**config.mk**
```make
export PLATFORM = sky130hd
export DESIGN_NAME = imuldiv_muldiv_dispatch_flat
export DESIGN_NICKNAME = d
export VERILOG_FILES = /design/src/rtl/imuldiv_muldiv_dispatch_pkg.sv /design/src/rtl/imuldiv_muldiv_dispatch_if.sv /design/src/rtl/imuldiv_muldiv_dispatch_order_queue.sv /design/src/rtl/imuldiv_muldiv_dispatch.sv /design/src/flat_wrapper.sv
export SDC_FILE = /design/constraint.sdc
export NUM_CORES = 1
export LEC_CHECK = 0
export ABC_AREA = 1
export BUFFER_PORTS_ARGS = -buffer_cell sky130_fd_sc_hd__buf_2
export CAP_MARGIN = 30
export CORE_AREA = 5 5 153 155
export CTS_BUF_LIST = sky130_fd_sc_hd__clkbuf_2
export CTS_CLUSTER_DIAMETER = 100
export DETAILED_ROUTE_END_ITERATION = 6
export DIE_AREA = 0 0 158 160
export HOLD_SLACK_MARGIN = 0.06
export SLEW_MARGIN = 20
export SYNTH_ARGS = -nofsm -noshare
export SYNTH_HDL_FRONTEND = slang
export SYNTH_SLANG_ARGS = --single-unit
```
**constraint.sdc**
```tcl
create_clock -name clk -period 2.5 [get_ports clk]
set_input_delay 0.125 -clock clk [delete_from_list [all_inputs] [get_ports clk]]
set_output_delay 0.125 -clock clk [all_outputs]
set_load 0.01 [all_outputs]
```
**src/rtl/imuldiv_muldiv_dispatch_pkg.sv**
```systemverilog
// imuldiv_muldiv_dispatch_pkg
// Shared definitions for the mul/div dispatch slice: function-code encodings,
// message field widths, unit identifiers and the steering helper.
package imuldiv_muldiv_dispatch_pkg;

  localparam int FN_W     = 3;
  localparam int OPND_W   = 32;
  localparam int RESULT_W = 64;

  typedef enum logic [FN_W-1:0] {
    IMULDIV_MULDIVREQ_MSG_FN_MUL  = 3'd0,
    IMULDIV_MULDIVREQ_MSG_FN_DIV  = 3'd1,
    IMULDIV_MULDIVREQ_MSG_FN_DIVU = 3'd2,
    IMULDIV_MULDIVREQ_MSG_FN_REM  = 3'd3,
    IMULDIV_MULDIVREQ_MSG_FN_REMU = 3'd4
  } muldiv_fn_e;

  typedef enum logic {
    UNIT_MUL = 1'b0,
    UNIT_DIV = 1'b1
  } unit_id_e;

  // Codes 5-7 are not defined; they fall through to the multiplier so an
  // illegal code still completes instead of wedging the pipeline.
  function automatic unit_id_e fn_target(input logic [FN_W-1:0] fn);
    unit_id_e t;
    case (fn)
      IMULDIV_MULDIVREQ_MSG_FN_DIV,
      IMULDIV_MULDIVREQ_MSG_FN_DIVU,
      IMULDIV_MULDIVREQ_MSG_FN_REM,
      IMULDIV_MULDIVREQ_MSG_FN_REMU: t = UNIT_DIV;
      default:                       t = UNIT_MUL;
    endcase
    return t;
  endfunction

endpackage

```
**src/rtl/imuldiv_muldiv_dispatch_if.sv**
```systemverilog
// imuldiv_muldiv_dispatch_if
// Bundles the unified request/response port and the multiplier / divider
// request/response ports of the dispatch stage.
//   slave  : view used by the dispatch block itself
//   master : view used by the surrounding logic (execute stage and units)
interface imuldiv_muldiv_dispatch_if;
  import imuldiv_muldiv_dispatch_pkg::*;

  logic [FN_W-1:0]     muldivreq_msg_fn;
  logic [OPND_W-1:0]   muldivreq_msg_a;
  logic [OPND_W-1:0]   muldivreq_msg_b;
  logic                muldivreq_val;
  logic                muldivreq_rdy;

  logic [RESULT_W-1:0] muldivresp_msg_result;
  logic                muldivresp_val;
  logic                muldivresp_rdy;

  logic [OPND_W-1:0]   mulreq_msg_a;
  logic [OPND_W-1:0]   mulreq_msg_b;
  logic                mulreq_val;
  logic                mulreq_rdy;
  logic [RESULT_W-1:0] mulresp_msg_result;
  logic                mulresp_val;
  logic                mulresp_rdy;

  logic [FN_W-1:0]     divreq_msg_fn;
  logic [OPND_W-1:0]   divreq_msg_a;
  logic [OPND_W-1:0]   divreq_msg_b;
  logic                divreq_val;
  logic                divreq_rdy;
  logic [RESULT_W-1:0] divresp_msg_result;
  logic                divresp_val;
  logic                divresp_rdy;

  modport slave (
    input  muldivreq_msg_fn, muldivreq_msg_a, muldivreq_msg_b, muldivreq_val,
    output muldivreq_rdy,
    output muldivresp_msg_result, muldivresp_val,
    input  muldivresp_rdy,
    output mulreq_msg_a, mulreq_msg_b, mulreq_val,
    input  mulreq_rdy,
    input  mulresp_msg_result, mulresp_val,
    output mulresp_rdy,
    output divreq_msg_fn, divreq_msg_a, divreq_msg_b, divreq_val,
    input  divreq_rdy,
    input  divresp_msg_result, divresp_val,
    output divresp_rdy
  );

  modport master (
    output muldivreq_msg_fn, muldivreq_msg_a, muldivreq_msg_b, muldivreq_val,
    input  muldivreq_rdy,
    input  muldivresp_msg_result, muldivresp_val,
    output muldivresp_rdy,
    input  mulreq_msg_a, mulreq_msg_b, mulreq_val,
    output mulreq_rdy,
    output mulresp_msg_result, mulresp_val,
    input  mulresp_rdy,
    input  divreq_msg_fn, divreq_msg_a, divreq_msg_b, divreq_val,
    output divreq_rdy,
    output divresp_msg_result, divresp_val,
    input  divresp_rdy
  );

endinterface

```
**src/rtl/imuldiv_muldiv_dispatch_order_queue.sv**
```systemverilog
// imuldiv_order_queue
// FIFO of 1-bit unit IDs recording the order in which requests were issued.
// Ports:
//   clk, reset   clock and synchronous active-high reset
//   push, push_id  enqueue one ID (ignored when full)
//   pop          dequeue the head (ignored when empty)
//   head         ID at the head (undefined when empty)
//   full, empty  derived from the registered occupancy count only
module imuldiv_order_queue #(
  parameter int DEPTH = 4
) (
  input  logic clk,
  input  logic reset,
  input  logic push,
  input  logic push_id,
  input  logic pop,
  output logic head,
  output logic full,
  output logic empty
);

  localparam int PTR_W = (DEPTH > 1) ? $clog2(DEPTH) : 1;
  localparam int CNT_W = PTR_W + 1;

  logic             mem [DEPTH];
  logic [PTR_W-1:0] wptr;
  logic [PTR_W-1:0] rptr;
  logic [CNT_W-1:0] count;
  logic             push_ok;
  logic             pop_ok;

  assign full    = (count == CNT_W'(DEPTH));
  assign empty   = (count == '0);
  assign push_ok = push && !full;
  assign pop_ok  = pop && !empty;
  assign head    = mem[rptr];

  // Storage needs no reset: an entry is only ever read after being written.
  always_ff @(posedge clk) begin
    if (push_ok) mem[wptr] <= push_id;
  end

  // DEPTH is a power of two, so the pointers wrap by natural overflow.
  always_ff @(posedge clk) begin
    if (reset) begin
      wptr  <= '0;
      rptr  <= '0;
      count <= '0;
    end else begin
      if (push_ok) wptr <= wptr + 1'b1;
      if (pop_ok)  rptr <= rptr + 1'b1;
      case ({push_ok, pop_ok})
        2'b10:   count <= count + 1'b1;
        2'b01:   count <= count - 1'b1;
        default: count <= count;
      endcase
    end
  end

endmodule

```
**src/rtl/imuldiv_muldiv_dispatch.sv**
```systemverilog
// imuldiv_muldiv_dispatch
// Steers a unified mul/div request stream to the iterative multiplier or
// divider by function code and returns their responses in request order.
// Ports:
//   clk, reset  clock and synchronous active-high reset
//   io          imuldiv_muldiv_dispatch_if.slave: unified request/response
//               port plus the multiplier and divider request/response ports
// Parameter:
//   ORDQ_DEPTH  max outstanding requests (power of two, >= 2)
// Build option:
//   IMULDIV_DISPATCH_INREG_EN  adds a one-entry input register in front of
//                              the steering logic (+1 cycle request latency)
module imuldiv_muldiv_dispatch
  import imuldiv_muldiv_dispatch_pkg::*;
#(
  parameter int ORDQ_DEPTH = 4
) (
  input  logic                          clk,
  input  logic                          reset,
  imuldiv_muldiv_dispatch_if.slave      io
);

  logic [FN_W-1:0]   sel_fn;
  logic [OPND_W-1:0] sel_a;
  logic [OPND_W-1:0] sel_b;
  logic              sel_val;
  unit_id_e          target;
  logic              target_rdy;
  logic              fire;

  logic              q_head;
  logic              q_full;
  logic              q_empty;
  logic              resp_val;
  logic              pop;

`ifdef IMULDIV_DISPATCH_INREG_EN
  logic [FN_W-1:0]   inreg_fn;
  logic [OPND_W-1:0] inreg_a;
  logic [OPND_W-1:0] inreg_b;
  logic              inreg_valid;

  assign sel_fn  = inreg_fn;
  assign sel_a   = inreg_a;
  assign sel_b   = inreg_b;
  assign sel_val = inreg_valid;

  // The register may refill in the same cycle it dispatches.
  assign io.muldivreq_rdy = !reset && (!inreg_valid || fire);

  always_ff @(posedge clk) begin
    if (reset) begin
      inreg_valid <= 1'b0;
    end else if (io.muldivreq_val && io.muldivreq_rdy) begin
      inreg_valid <= 1'b1;
    end else if (fire) begin
      inreg_valid <= 1'b0;
    end
  end

  always_ff @(posedge clk) begin
    if (io.muldivreq_val && io.muldivreq_rdy) begin
      inreg_fn <= io.muldivreq_msg_fn;
      inreg_a  <= io.muldivreq_msg_a;
      inreg_b  <= io.muldivreq_msg_b;
    end
  end
`else
  assign sel_fn  = io.muldivreq_msg_fn;
  assign sel_a   = io.muldivreq_msg_a;
  assign sel_b   = io.muldivreq_msg_b;
  assign sel_val = io.muldivreq_val;

  // Uses the registered full flag, so a pop this cycle never frees a slot
  // for a push in the same cycle.
  assign io.muldivreq_rdy = !reset && !q_full && target_rdy;
`endif

  assign target     = fn_target(sel_fn);
  assign target_rdy = (target == UNIT_DIV) ? io.divreq_rdy : io.mulreq_rdy;
  assign fire       = !reset && sel_val && target_rdy && !q_full;

  assign io.mulreq_msg_a  = sel_a;
  assign io.mulreq_msg_b  = sel_b;
  assign io.mulreq_val    = !reset && sel_val && (target == UNIT_MUL) && !q_full;

  assign io.divreq_msg_fn = sel_fn;
  assign io.divreq_msg_a  = sel_a;
  assign io.divreq_msg_b  = sel_b;
  assign io.divreq_val    = !reset && sel_val && (target == UNIT_DIV) && !q_full;

  imuldiv_order_queue #(
    .DEPTH (ORDQ_DEPTH)
  ) u_ordq (
    .clk     (clk),
    .reset   (reset),
    .push    (fire),
    .push_id (target),
    .pop     (pop),
    .head    (q_head),
    .full    (q_full),
    .empty   (q_empty)
  );

  // Only the unit at the queue head may hand over a response; the other one
  // sees rdy=0 and holds its result until it becomes head.
  assign resp_val = !reset && !q_empty &&
                    (q_head ? io.divresp_val : io.mulresp_val);
  assign pop      = resp_val && io.muldivresp_rdy;

  assign io.muldivresp_val = resp_val;
  assign io.mulresp_rdy    = !reset && !q_empty && !q_head && io.muldivresp_rdy;
  assign io.divresp_rdy    = !reset && !q_empty &&  q_head && io.muldivresp_rdy;

  always_comb begin
    io.muldivresp_msg_result = '0;
    if (!reset && !q_empty) begin
      io.muldivresp_msg_result = q_head ? io.divresp_msg_result
                                        : io.mulresp_msg_result;
    end
  end

endmodule

```
**src/flat_wrapper.sv**
```systemverilog
// flat-port wrapper written by rule: the top's interface ports become plain ports
module imuldiv_muldiv_dispatch_flat import imuldiv_muldiv_dispatch_pkg::*;
#(
  parameter int ORDQ_DEPTH = 4
)
  (clk, reset, io_muldivreq_msg_fn, io_muldivreq_msg_a, io_muldivreq_msg_b, io_muldivreq_val, io_muldivreq_rdy, io_muldivresp_msg_result, io_muldivresp_val, io_muldivresp_rdy, io_mulreq_msg_a, io_mulreq_msg_b, io_mulreq_val, io_mulreq_rdy, io_mulresp_msg_result, io_mulresp_val, io_mulresp_rdy, io_divreq_msg_fn, io_divreq_msg_a, io_divreq_msg_b, io_divreq_val, io_divreq_rdy, io_divresp_msg_result, io_divresp_val, io_divresp_rdy);
  imuldiv_muldiv_dispatch_if io_i ();
  input  logic clk;
  input  logic reset;
  input wire logic [$bits(io_i.muldivreq_msg_fn)-1:0] io_muldivreq_msg_fn;
  input wire logic [$bits(io_i.muldivreq_msg_a)-1:0] io_muldivreq_msg_a;
  input wire logic [$bits(io_i.muldivreq_msg_b)-1:0] io_muldivreq_msg_b;
  input wire logic [$bits(io_i.muldivreq_val)-1:0] io_muldivreq_val;
  output wire logic [$bits(io_i.muldivreq_rdy)-1:0] io_muldivreq_rdy;
  output wire logic [$bits(io_i.muldivresp_msg_result)-1:0] io_muldivresp_msg_result;
  output wire logic [$bits(io_i.muldivresp_val)-1:0] io_muldivresp_val;
  input wire logic [$bits(io_i.muldivresp_rdy)-1:0] io_muldivresp_rdy;
  output wire logic [$bits(io_i.mulreq_msg_a)-1:0] io_mulreq_msg_a;
  output wire logic [$bits(io_i.mulreq_msg_b)-1:0] io_mulreq_msg_b;
  output wire logic [$bits(io_i.mulreq_val)-1:0] io_mulreq_val;
  input wire logic [$bits(io_i.mulreq_rdy)-1:0] io_mulreq_rdy;
  input wire logic [$bits(io_i.mulresp_msg_result)-1:0] io_mulresp_msg_result;
  input wire logic [$bits(io_i.mulresp_val)-1:0] io_mulresp_val;
  output wire logic [$bits(io_i.mulresp_rdy)-1:0] io_mulresp_rdy;
  output wire logic [$bits(io_i.divreq_msg_fn)-1:0] io_divreq_msg_fn;
  output wire logic [$bits(io_i.divreq_msg_a)-1:0] io_divreq_msg_a;
  output wire logic [$bits(io_i.divreq_msg_b)-1:0] io_divreq_msg_b;
  output wire logic [$bits(io_i.divreq_val)-1:0] io_divreq_val;
  input wire logic [$bits(io_i.divreq_rdy)-1:0] io_divreq_rdy;
  input wire logic [$bits(io_i.divresp_msg_result)-1:0] io_divresp_msg_result;
  input wire logic [$bits(io_i.divresp_val)-1:0] io_divresp_val;
  output wire logic [$bits(io_i.divresp_rdy)-1:0] io_divresp_rdy;
  assign io_i.muldivreq_msg_fn = io_muldivreq_msg_fn;
  assign io_i.muldivreq_msg_a = io_muldivreq_msg_a;
  assign io_i.muldivreq_msg_b = io_muldivreq_msg_b;
  assign io_i.muldivreq_val = io_muldivreq_val;
  assign io_muldivreq_rdy = io_i.muldivreq_rdy;
  assign io_muldivresp_msg_result = io_i.muldivresp_msg_result;
  assign io_muldivresp_val = io_i.muldivresp_val;
  assign io_i.muldivresp_rdy = io_muldivresp_rdy;
  assign io_mulreq_msg_a = io_i.mulreq_msg_a;
  assign io_mulreq_msg_b = io_i.mulreq_msg_b;
  assign io_mulreq_val = io_i.mulreq_val;
  assign io_i.mulreq_rdy = io_mulreq_rdy;
  assign io_i.mulresp_msg_result = io_mulresp_msg_result;
  assign io_i.mulresp_val = io_mulresp_val;
  assign io_mulresp_rdy = io_i.mulresp_rdy;
  assign io_divreq_msg_fn = io_i.divreq_msg_fn;
  assign io_divreq_msg_a = io_i.divreq_msg_a;
  assign io_divreq_msg_b = io_i.divreq_msg_b;
  assign io_divreq_val = io_i.divreq_val;
  assign io_i.divreq_rdy = io_divreq_rdy;
  assign io_i.divresp_msg_result = io_divresp_msg_result;
  assign io_i.divresp_val = io_divresp_val;
  assign io_divresp_rdy = io_i.divresp_rdy;
  imuldiv_muldiv_dispatch #(.ORDQ_DEPTH(ORDQ_DEPTH)) u_core (.clk(clk), .reset(reset), .io(io_i));
endmodule
```
==> results.py, run 1 <==
metrics = {
    "status": {
        "status": "completed",
    },
    "worst_setup_path": {
        "cp-start-kind": "flop",
        "worst_ep_required_time_ps": 2380,
        "cp.arrival_ps": 2080,
        "critical_path_peak_fanout": 66,
        "end_kind": "output pin",
        "worstSetupPathType": "flop to output pin",
    },
    "sta": {
        "hold_viol": 0,
        "maxSlewHeadroom_pct": 51.15,
        "skew_ps": 10.39,
        "finalCriticalPeriod_ps": 2210,
        "rsz0062_at_grt": "false",
        "clock.fmax_mhz": 452.6,
        "slew_viol_final": 0,
        "tns_ps": 0,
        "tightest_slew_ps": 732.8,
        "finalSetupViolCount": 0,
        "final.period_utilization_pct": 88.39,
    },
    "clock_tree": {
        "hold_buffers": 0,
        "cts_made_buffers": 3,
        "htreeDepth": 1,
        "cts.reportedPaths.clkPinSlew_ps": 130,
        "cts_tree": "yes",
        "cts_resized": 0,
        "cts_sinks": 13,
        "cts_root_buf": "clkbuf_2",
        "clkLatencyLatePin_ps": 260,
        "cts_buffer_depth": 2,
        "post_cts.repair.setup_buffers": 0,
    },
    "drt": {
        "final_antenna_net_count": 0,
        "num_vias": 3070,
        "viasPerCell": 3.852,
        "wl_per_cell_um": 13.65,
        "first_pass_iters": 5,
        "drt-initial-drc-count": 201,
        "wl_um": 10880,
        "route.detailed.drc": 0,
    },
    "synthesis": {
        "synth-seq-cells": 13,
        "syn_area_per_cell_um2": 6.215,
        "synthCells": 457,
        "ys_seq_area_share_pct": 10.57,
        "synth_cell_type_count": 26,
        "synth_area_um2": 2840,
        "synth_warnings": 0,
        "syn_nets": 666,
    },
    "job": {
        "cap_violations": 0,
    },
    "floorplanning": {
        "die_y_um": 160,
        "num_io_pins": 404,
        "start_util_pct": 13.10,
        "dieArea_um2": 25280,
        "die_width_um": 158,
        "rows": 54,
        "core_um2": 21690,
    },
    "global_routing": {
        "grt_max_degree": 133,
        "grt_pass1_wl_um": 15530,
        "overflow": 0,
        "grt_pass1_vias": 2853,
        "grtUsageTotal_pct": 7.603,
        "antenna_found_initial": 1,
    },
    "pwr": {
        "vdd_ir_drop_max_mv": 0.1502,
        "p_leak_nw": 1.858,
        "power_density_nw_per_um2": 232.3,
    },
    "finish": {
        "seq_area_um2": 300.3,
        "stdcell_area_um2": 3139,
        "syn_to_final_growth_pct": 10.53,
        "layout-drive-gt1-share_pct": 43.71,
        "layout_common_cells": "buf_2 (211), nand3_1 (135), nand2_1 (85)",
        "fin_cells": 797,
        "fin_nets": 727,
        "multi_input_area_um2": 1295,
        "diodes": 0,
        "fill_cells": 2533,
        "mostFrequentLayoutCell": "buf_2",
    },
    "place": {
        "place.gp.congestion": 0.7158,
        "dp_hpwl_um": 8921,
        "dp_cells": 793,
        "place_area_um2": 3119,
        "port_buffers": 211,
    },
    "worst_hold_path": {
        "worstHoldPathType": "primary input to flop",
    },
}
-- area by class of cell --
cell class	instances	area share, %
multi-input combinational	265	41.25
clock buffer	4	0.6377
tap	280	11.16
inverter	20	2.391
sequential	13	9.566
timing repair buffer	215	34.99
-- cells in the mapped netlist, drive strengths merged --
master | n | area [um^2]
nand3 | 135 | 675.7
nand2 | 87 | 329.1
inv | 20 | 75.07
fa | 1 | 20.02
dfxtp | 9 | 180.2
nand4 | 2 | 18.77
nand3b | 2 | 15.01
o21ai | 4 | 20.01
a21boi | 1 | 7.510
clkbuf | 4 | 15.01
o21bai | 1 | 11.26
xor2 | 1 | 8.760
and3 | 1 | 6.260
edfxtp | 4 | 120.1
nor2 | 17 | 66.32
buf | 155 | 1157
a21oi | 8 | 51.30
ha | 5 | 62.56
-- critical path, stage by stage (launching register included) --
cell and delay, ps:
dfxtp_1 400, inv_2 60, nand2_1 80, nand3_1 100, nand2_2 90, buf_4 570
nand3_1 230, nand2_1 120, buf_2 130
-- stage by stage --
stage / hold WS, ps / setup WS, ps / power, mW / utilization, %
3_3_place_gp: 250.1 / 384.6 / 0.6227 / 14.38
2_1_floorplan: 197.4 / 522.3 / 0.6580 / -
5_1_grt: 89.54 / 53.13 / 0.7949 / 14.47
6_report: 103.5 / 290.4 / 0.7293 / 14.47
4_1_cts: 88.04 / 260.9 / 0.7404 / 14.47
3_5_place_dp: 250.1 / 363.0 / 0.6301 / 14.38
-- logic make-up after synthesis --
group	synth area share (%)
AO/OA/AOI/OAI	3.172
XOR/XNOR	0.3084
adder cells (fa/ha/maj)	2.908
buffers and inverters	43.92
flip-flops	10.57
AND/OR/NAND/NOR	39.12
-- power by group --
group          internal [mW]  switching (mW)
Clock                 0.0425          0.0647
Sequential             0.225         0.00457
Combinational          0.164           0.229
-- worst paths after layout --
kind | cells after the start | start | to | slack (ps)
max | 8 | flop | io_muldivresp_msg_result[41] | 290
max reg2reg | 13 | flop | u_core.u_ordq.count[2] | 320
min reg2reg | 2 | u_core.u_ordq.rptr[1] | flop | 520
min | 2 | reset | u_core.u_ordq.count[1] | 100
-- routing by layer --
metal | part of all wire, % | global-route usage [%] | routed length, um | vias to the layer above
li1 | - | - | - | 1478
met1 | 38 | 9.254 | 4134 | 1316
met2 | 42 | 11.44 | 4552 | 213
met3 | 15 | 2.950 | 1579 | 61
met4 | 5.5 | 4.149 | 601 | 2
met5 | 0.12 | 0 | 13 | -
Note: power is estimated with default switching activity, not from simulation.
==> run 2, diff against run 1 <==
Settings changed: CORE_AREA 5 5 153 155 to 5 5 152 154, DIE_AREA 0 0 158 160 to 0 0 157 159, GPL_TIMING_DRIVEN set to 0.
Clock period 2.5 ns to 1.9 ns, I/O delays scaled along.
==> run 2 against run 1 <==
The run now ends with setup timing left. Clock power up 37%. First-iteration DRC count down 11%. Clock-buffer cell count unchanged. Register-to-register slack worse by 390 ps. Sequential power up 31%. Critical path type is now flop to flop. Critical endpoint is now u_core.u_ordq.count[2]. Critical path depth up 4. Utilization up 9.7 points.
==> results.py, run 2 (synthesized netlist as in run 1, its figures left out) <==
metrics = {
    "place": {
        "port_buffers": 339,
        "place.gp.congestion": 0.7707,
        "place_area_um2": 4891,
        "dp_hpwl_um": 13070,
        "place_ws_ps": -202.6,
    },
    "drt": {
        "num_vias": 4031,
        "wl_um": 15080,
        "route.detailed.drc": 0,
        "final_antenna_net_count": 0,
        "viasPerCell": 3.698,
        "first_pass_iters": 4,
        "wl_per_cell_um": 13.83,
        "drt-initial-drc-count": 178,
    },
    "global_routing": {
        "grt_util_met2_pct": 19.91,
        "grt_pass1_wl_um": 20760,
        "grt_pass1_vias": 3735,
        "grtUsageTotal_pct": 10.39,
        "grt_max_degree": 11,
        "gr-usage-met3_pct": 1.495,
        "antenna_found_initial": 1,
        "top_usage_layer": "met2",
        "overflow": 0,
        "grt_use_met1_pct": 12.59,
    },
    "sta": {
        "slew_viol_final": 0,
        "final.period_utilization_pct": 103.9,
        "maxSlewHeadroom_pct": 81.15,
        "setup_slack_ps": -73.34,
        "finalHoldWorstSlack_ps": 73.99,
        "tightest_slew_ps": 282.7,
        "finalCriticalPeriod_ps": 1973,
        "skew_ps": 9.936,
        "hold_viol": 0,
        "finalSetupViolCount": 2,
        "clock.fmax_mhz": 506.8,
        "rsz0062_at_grt": "true",
    },
    "clock_tree": {
        "cts.reportedPaths.clkPinSlew_ps": 130,
        "cts_root_buf": "clkbuf_2",
        "cts_buffer_depth": 2,
        "htreeDepth": 1,
        "cts_made_buffers": 3,
        "cts_sinks": 13,
        "cts_tree": "yes",
        "clkLatencyLatePin_ps": 270,
    },
    "pwr": {
        "power_density_nw_per_um2": 292.0,
        "vdd_ir_drop_max_mv": 0.1956,
        "p_leak_nw": 3.201,
    },
    "floorplanning": {
        "dieArea_um2": 24960,
        "die_y_um": 159,
        "rows": 54,
        "die_width_um": 157,
        "start_util_pct": 13.18,
        "core_um2": 21550,
        "num_io_pins": 404,
    },
    "finish": {
        "utilization_pct": 24.15,
        "stdcell_area_um2": 5205,
        "diodes": 0,
        "mostFrequentLayoutCell": "buf_2",
        "fin_nets": 1020,
        "layout-drive-gt1-share_pct": 66.17,
        "syn_to_final_growth_pct": 83.26,
        "fill_cells": 2423,
        "layout_common_cells": "buf_2 (339), buf_4 (142), nand3_1 (129)",
    },
    "worst_setup_path": {
        "cp.arrival_ps": 2150,
        "worst_ep_required_time_ps": 2070,
        "end_kind": "flop",
        "critical_path_peak_fanout": 4,
        "worstSetupPathType": "flop to flop",
        "rrSetupSlack_ps": -70,
        "cp-start-kind": "flop",
    },
    "status": {
        "violations": "setup timing",
        "status": "complete, but fails checks",
    },
    "worst_hold_path": {
        "worstHoldPathType": "primary input to flop",
    },
    "job": {
        "cap_violations": 0,
    },
}
-- run 2: cell types whose count changed in the layout (fill, tap and decap cells not counted), moves of 3 or more --
cell      change
nand3_1       -6
dfxtp_1       -5
buf_2       +128
dfxtp_2       +3
buf_8         +3
buf_6        +15
nand3_2       +6
buf_4       +139
clkbuf_2      +3
-- run 2: cell type report --
class | instances | area (um^2) | area share, %
multi-input cells | 265 | 1354 | 26.01
repair buffers | 349 | 1805 | 34.69
inverters | 20 | 75.07 | 1.442
flip-flops and latches | 13 | 311.5 | 5.986
clock buffers | 4 | 20.02 | 0.3846
plain buffers | 159 | 1289 | 24.76
well taps | 280 | 350.3 | 6.731
-- run 2: timing repair --
action / in CTS / in global routing
gates cloned: 0 / 1
setup buffers: 6 / 2
pin swaps: 9 / 4
resized for setup: 26 / 38
setup endpoints to repair: 64 / 67
hold endpoints to repair: 1 / 0
hold buffers: 1 / 0
-- run 2: power by group --
part / switching [mW] / internal [mW]
Combinational: 0.506 / 0.567
Clock: 0.0907 / 0.0558
Sequential: 0.00712 / 0.294
Total: 0.604 / 0.916
-- run 2: metrics by stage --
step	std cells	setup TNS [ps]	total power [mW]
2_1_floorplan	457	0	0.8665
3_3_place_gp	1076	-442.6	1.309
3_5_place_dp	1076	-460.9	1.317
4_1_cts	1087	-60.59	1.497
5_1_grt	1090	-314.8	1.638
6_report	1090	-137.2	1.520
-- run 2: path summary, 6_finish.rpt --
path / startpoint / depth (start not counted) / endpoint
max: u_core.u_ordq.count[2] / 12 / u_core.u_ordq.count[2]
min: reset / 2 / flop
max reg2reg: u_core.u_ordq.count[2] / 12 / u_core.u_ordq.count[2]
min reg2reg: u_core.u_ordq.rptr[1] / 2 / flop
-- run 2: routing by layer --
metal | vias to the layer above | routed length, um
li1 | 2065 | -
met1 | 1762 | 5868
met2 | 194 | 7708
met3 | 8 | 1436
met4 | 2 | 51
met5 | - | 12
-- run 2: worst max-delay path, cell delays in order (launching register included) --
cell and delay (ps):
dfxtp_2 350, inv_1 90, a21oi_4 160, buf_6 120
nand4_1 140, inv_2 120, ha_4 130, inv_2 40
fa_2 350, a21oi_2 120, o21ai_1 80, o21ai_1 130
a21oi_1 50
==> run 3, diff against run 2 <==
Settings changed: ABC_AREA 1 to not set, CORE_AREA 5 5 152 154 to 5 5 156 158, DIE_AREA 0 0 157 159 to 0 0 161 163.
==> run 3 against run 2 <==
The run still ends with setup timing left. Hold slack gained 240 ps. Critical path depth down 2. Synthesized area down 7.6%. Global-route usage is 1.7 points lower. Flip-flop and latch count did not move. Worst setup slack worse by 630 ps. Fmax is 24% lower. Die area increased by 5.1%. Sequential power about the same. Combinational power decreased by 14%. Clock-buffer cell count did not move. Largest cell class unchanged.
==> results.py, run 3 <==
metrics = {
    "status": {
        "status": "complete, but fails checks",
        "violations": "setup timing",
    },
    "synthesis": {
        "synth.largest_area_cell": "buf_4",
        "synth-seq-cells": 13,
        "synth.area.top_cells": "buf_4 (37%), nand2_1 (18%), a21oi_1 (13%)",
        "netlist.area_leader.share_pct": 37.48,
        "ys_seq_area_share_pct": 11.44,
        "syn_area_per_cell_um2": 6.232,
        "synth_area_um2": 2624,
        "synth_cell_type_count": 32,
        "syn_nets": 630,
        "synth_most_common_cell": "buf_4",
        "synth_ff_type": "dfxtp_1",
        "async_reset_ff_share_pct": 0,
        "synth_common_cells": "buf_4 (131), nand2_1 (129), a21oi_1 (67)",
        "synth-edff-count": 4,
        "synth_warnings": 0,
        "synthCells": 421,
    },
    "sta": {
        "setup_slack_ps": -702.7,
        "finalSetupViolCount": 70,
        "skew_ps": 15.88,
        "tightest_slew_ps": 440.6,
        "clock.fmax_mhz": 384.2,
        "maxSlewHeadroom_pct": 70.62,
        "tns_ps": -14310,
        "finalCriticalPeriod_ps": 2603,
        "slew_viol_final": 0,
        "rsz0062_at_grt": "true",
        "final.period_utilization_pct": 137.0,
        "hold_viol": 0,
    },
    "global_routing": {
        "grtUsageTotal_pct": 8.715,
        "antenna_found_initial": 0,
        "overflow": 0,
        "grt_pass1_wl_um": 18660,
        "grt_pass1_vias": 3451,
        "grt_max_degree": 11,
    },
    "finish": {
        "utilization_pct": 21.23,
        "fin_nets": 980,
        "fill_cells": 2598,
        "mostFrequentLayoutCell": "buf_2",
        "layout-drive-gt1-share_pct": 67.53,
        "fin_cells": 1060,
        "layout_common_cells": "buf_2 (339), buf_4 (137), nand2_1 (126)",
        "diodes": 0,
        "syn_to_final_growth_pct": 85.93,
    },
    "drt": {
        "viasPerCell": 3.515,
        "num_vias": 3726,
        "wl_per_cell_um": 12.74,
        "route.detailed.drc": 0,
        "first_pass_iters": 4,
        "wl_um": 13510,
        "drt-initial-drc-count": 105,
        "final_antenna_net_count": 0,
    },
    "clock_tree": {
        "hold_buffers": 0,
        "htreeDepth": 1,
        "cts_buffer_depth": 2,
        "cts_made_buffers": 3,
        "clkLatencyLatePin_ps": 260,
        "cts_sinks": 13,
        "cts.reportedPaths.clkPinSlew_ps": 130,
        "cts_tree": "yes",
        "cts_root_buf": "clkbuf_2",
    },
    "worst_setup_path": {
        "cp-start-kind": "flop",
        "rrSetupSlack_ps": -700,
        "cp.arrival_ps": 2810,
        "crit_end": "u_core.u_ordq.count[2]",
        "critical_path_peak_fanout": 2,
        "worstSetupPathType": "flop to flop",
        "rr_startpoint": "u_core.u_ordq.mem[0]",
        "startpoint": "u_core.u_ordq.mem[0]",
        "r2r-end": "u_core.u_ordq.count[2]",
        "reg2reg_depth": 10,
        "worst_ep_required_time_ps": 2100,
        "end_kind": "flop",
    },
    "worst_hold_path": {
        "worstHoldPathType": "primary input to flop",
    },
    "place": {
        "port_buffers": 339,
        "dp_cells": 1050,
        "place.gp.congestion": 0.7998,
        "place_ws_ps": -772.9,
        "dp_hpwl_um": 12030,
    },
    "floorplanning": {
        "rows": 56,
        "core_um2": 22980,
        "start_util_pct": 11.42,
        "num_io_pins": 404,
        "dieArea_um2": 26240,
        "die_y_um": 163,
        "die_width_um": 161,
    },
    "pwr": {
        "p_leak_nw": 2.865,
        "total_power_mw": 1.363,
        "vdd_ir_drop_max_mv": 0.3497,
        "power_density_nw_per_um2": 279.5,
    },
    "job": {
        "cap_violations": 0,
    },
}
-- run 3: cell count changes after synthesis, sizes merged, moves of 3 or more --
cell,previous run,this run
nand3,135,0
a21oi,8,68
nand2,87,129
buf,155,138
clkbuf,4,15
inv,20,9
nor2,17,12
and2,0,4
mux2i,0,4
nor3,0,3
-- run 3: where the power goes --
part           switching (mW)  internal (mW)
sequential            0.00728          0.295
combinational           0.424          0.498
clock                  0.0829         0.0559
total                   0.514          0.849
-- run 3: final cells by class --
class	instances	area [um^2]	area share, %
clock buffer	4	20.02	0.4104
tap	290	362.8	7.438
multi-input combinational	246	1259	25.80
inverter	9	33.78	0.6925
timing repair buffer	345	1745	35.78
buffer	153	1156	23.70
sequential	13	301.5	6.181
-- run 3: cells by family after synthesis --
| kind of cell | Yosys count | synth area share (%) |
|---|---|---|
| adders and majority gates | 6 | 3.147 |
| xor gates and xnor gates | 2 | 0.6677 |
| muxes | 7 | 3.529 |
| buffers and inverters | 162 | 42.25 |
| and+or+nand+nor | 155 | 23.75 |
| AOI/OAI and AO/OA | 76 | 15.21 |
| DFF | 13 | 11.44 |
-- run 3: worst min-delay path by stage --
stage	start	to	depth (start not counted)
2_1_floorplan	io_muldivreq_msg_a[0]	io_divreq_msg_a[0]	1
3_3_place_gp	io_muldivreq_msg_b[25]	io_divreq_msg_b[25]	2
3_5_place_dp	io_muldivreq_msg_b[25]	io_divreq_msg_b[25]	2
4_1_cts	io_muldivresp_rdy	u_core.u_ordq.rptr[0]	3
5_1_grt	io_muldivresp_rdy	u_core.u_ordq.rptr[0]	4
6_report	io_muldivresp_rdy	u_core.u_ordq.rptr[0]	4
-- run 3: per-stage QoR --
stage	hold slack (ps)	instance area, um^2
final	310.8	4878
after global routing	279.0	4878
after CTS	208.7	4813
after detailed placement	375.2	4700
after global placement	375.9	4700
after floorplan	281.8	2640
-- run 3: worst max-delay path, stage by stage (launching register included) --
cell	delay [ps]
edfxtp_1	400
mux4_2	540
mux2i_4	230
nand3b_1	220
inv_2	90
ha_4	130
inv_2	30
fa_2	330
xor2_1	160
or3_1	310
a21oi_1	120
-- run 3: what timing repair did --
| action | in CTS | in global routing |
|---|---|---|
| pin swaps | 0 | 0 |
| gates resized for setup | 29 | 19 |
| endpoints found under the setup margin | 68 | 71 |
| buffers inserted | 4 | 2 |
-- run 3: metal layers --
metal	vias to the layer above	share of wire (%)	global-route usage (%)
li1	1908	-	-
met1	1647	40	11.04
met2	165	52	15.98
met3	6	7.7	1.746
met4	0	0.36	0.5816
met5	-	0	0
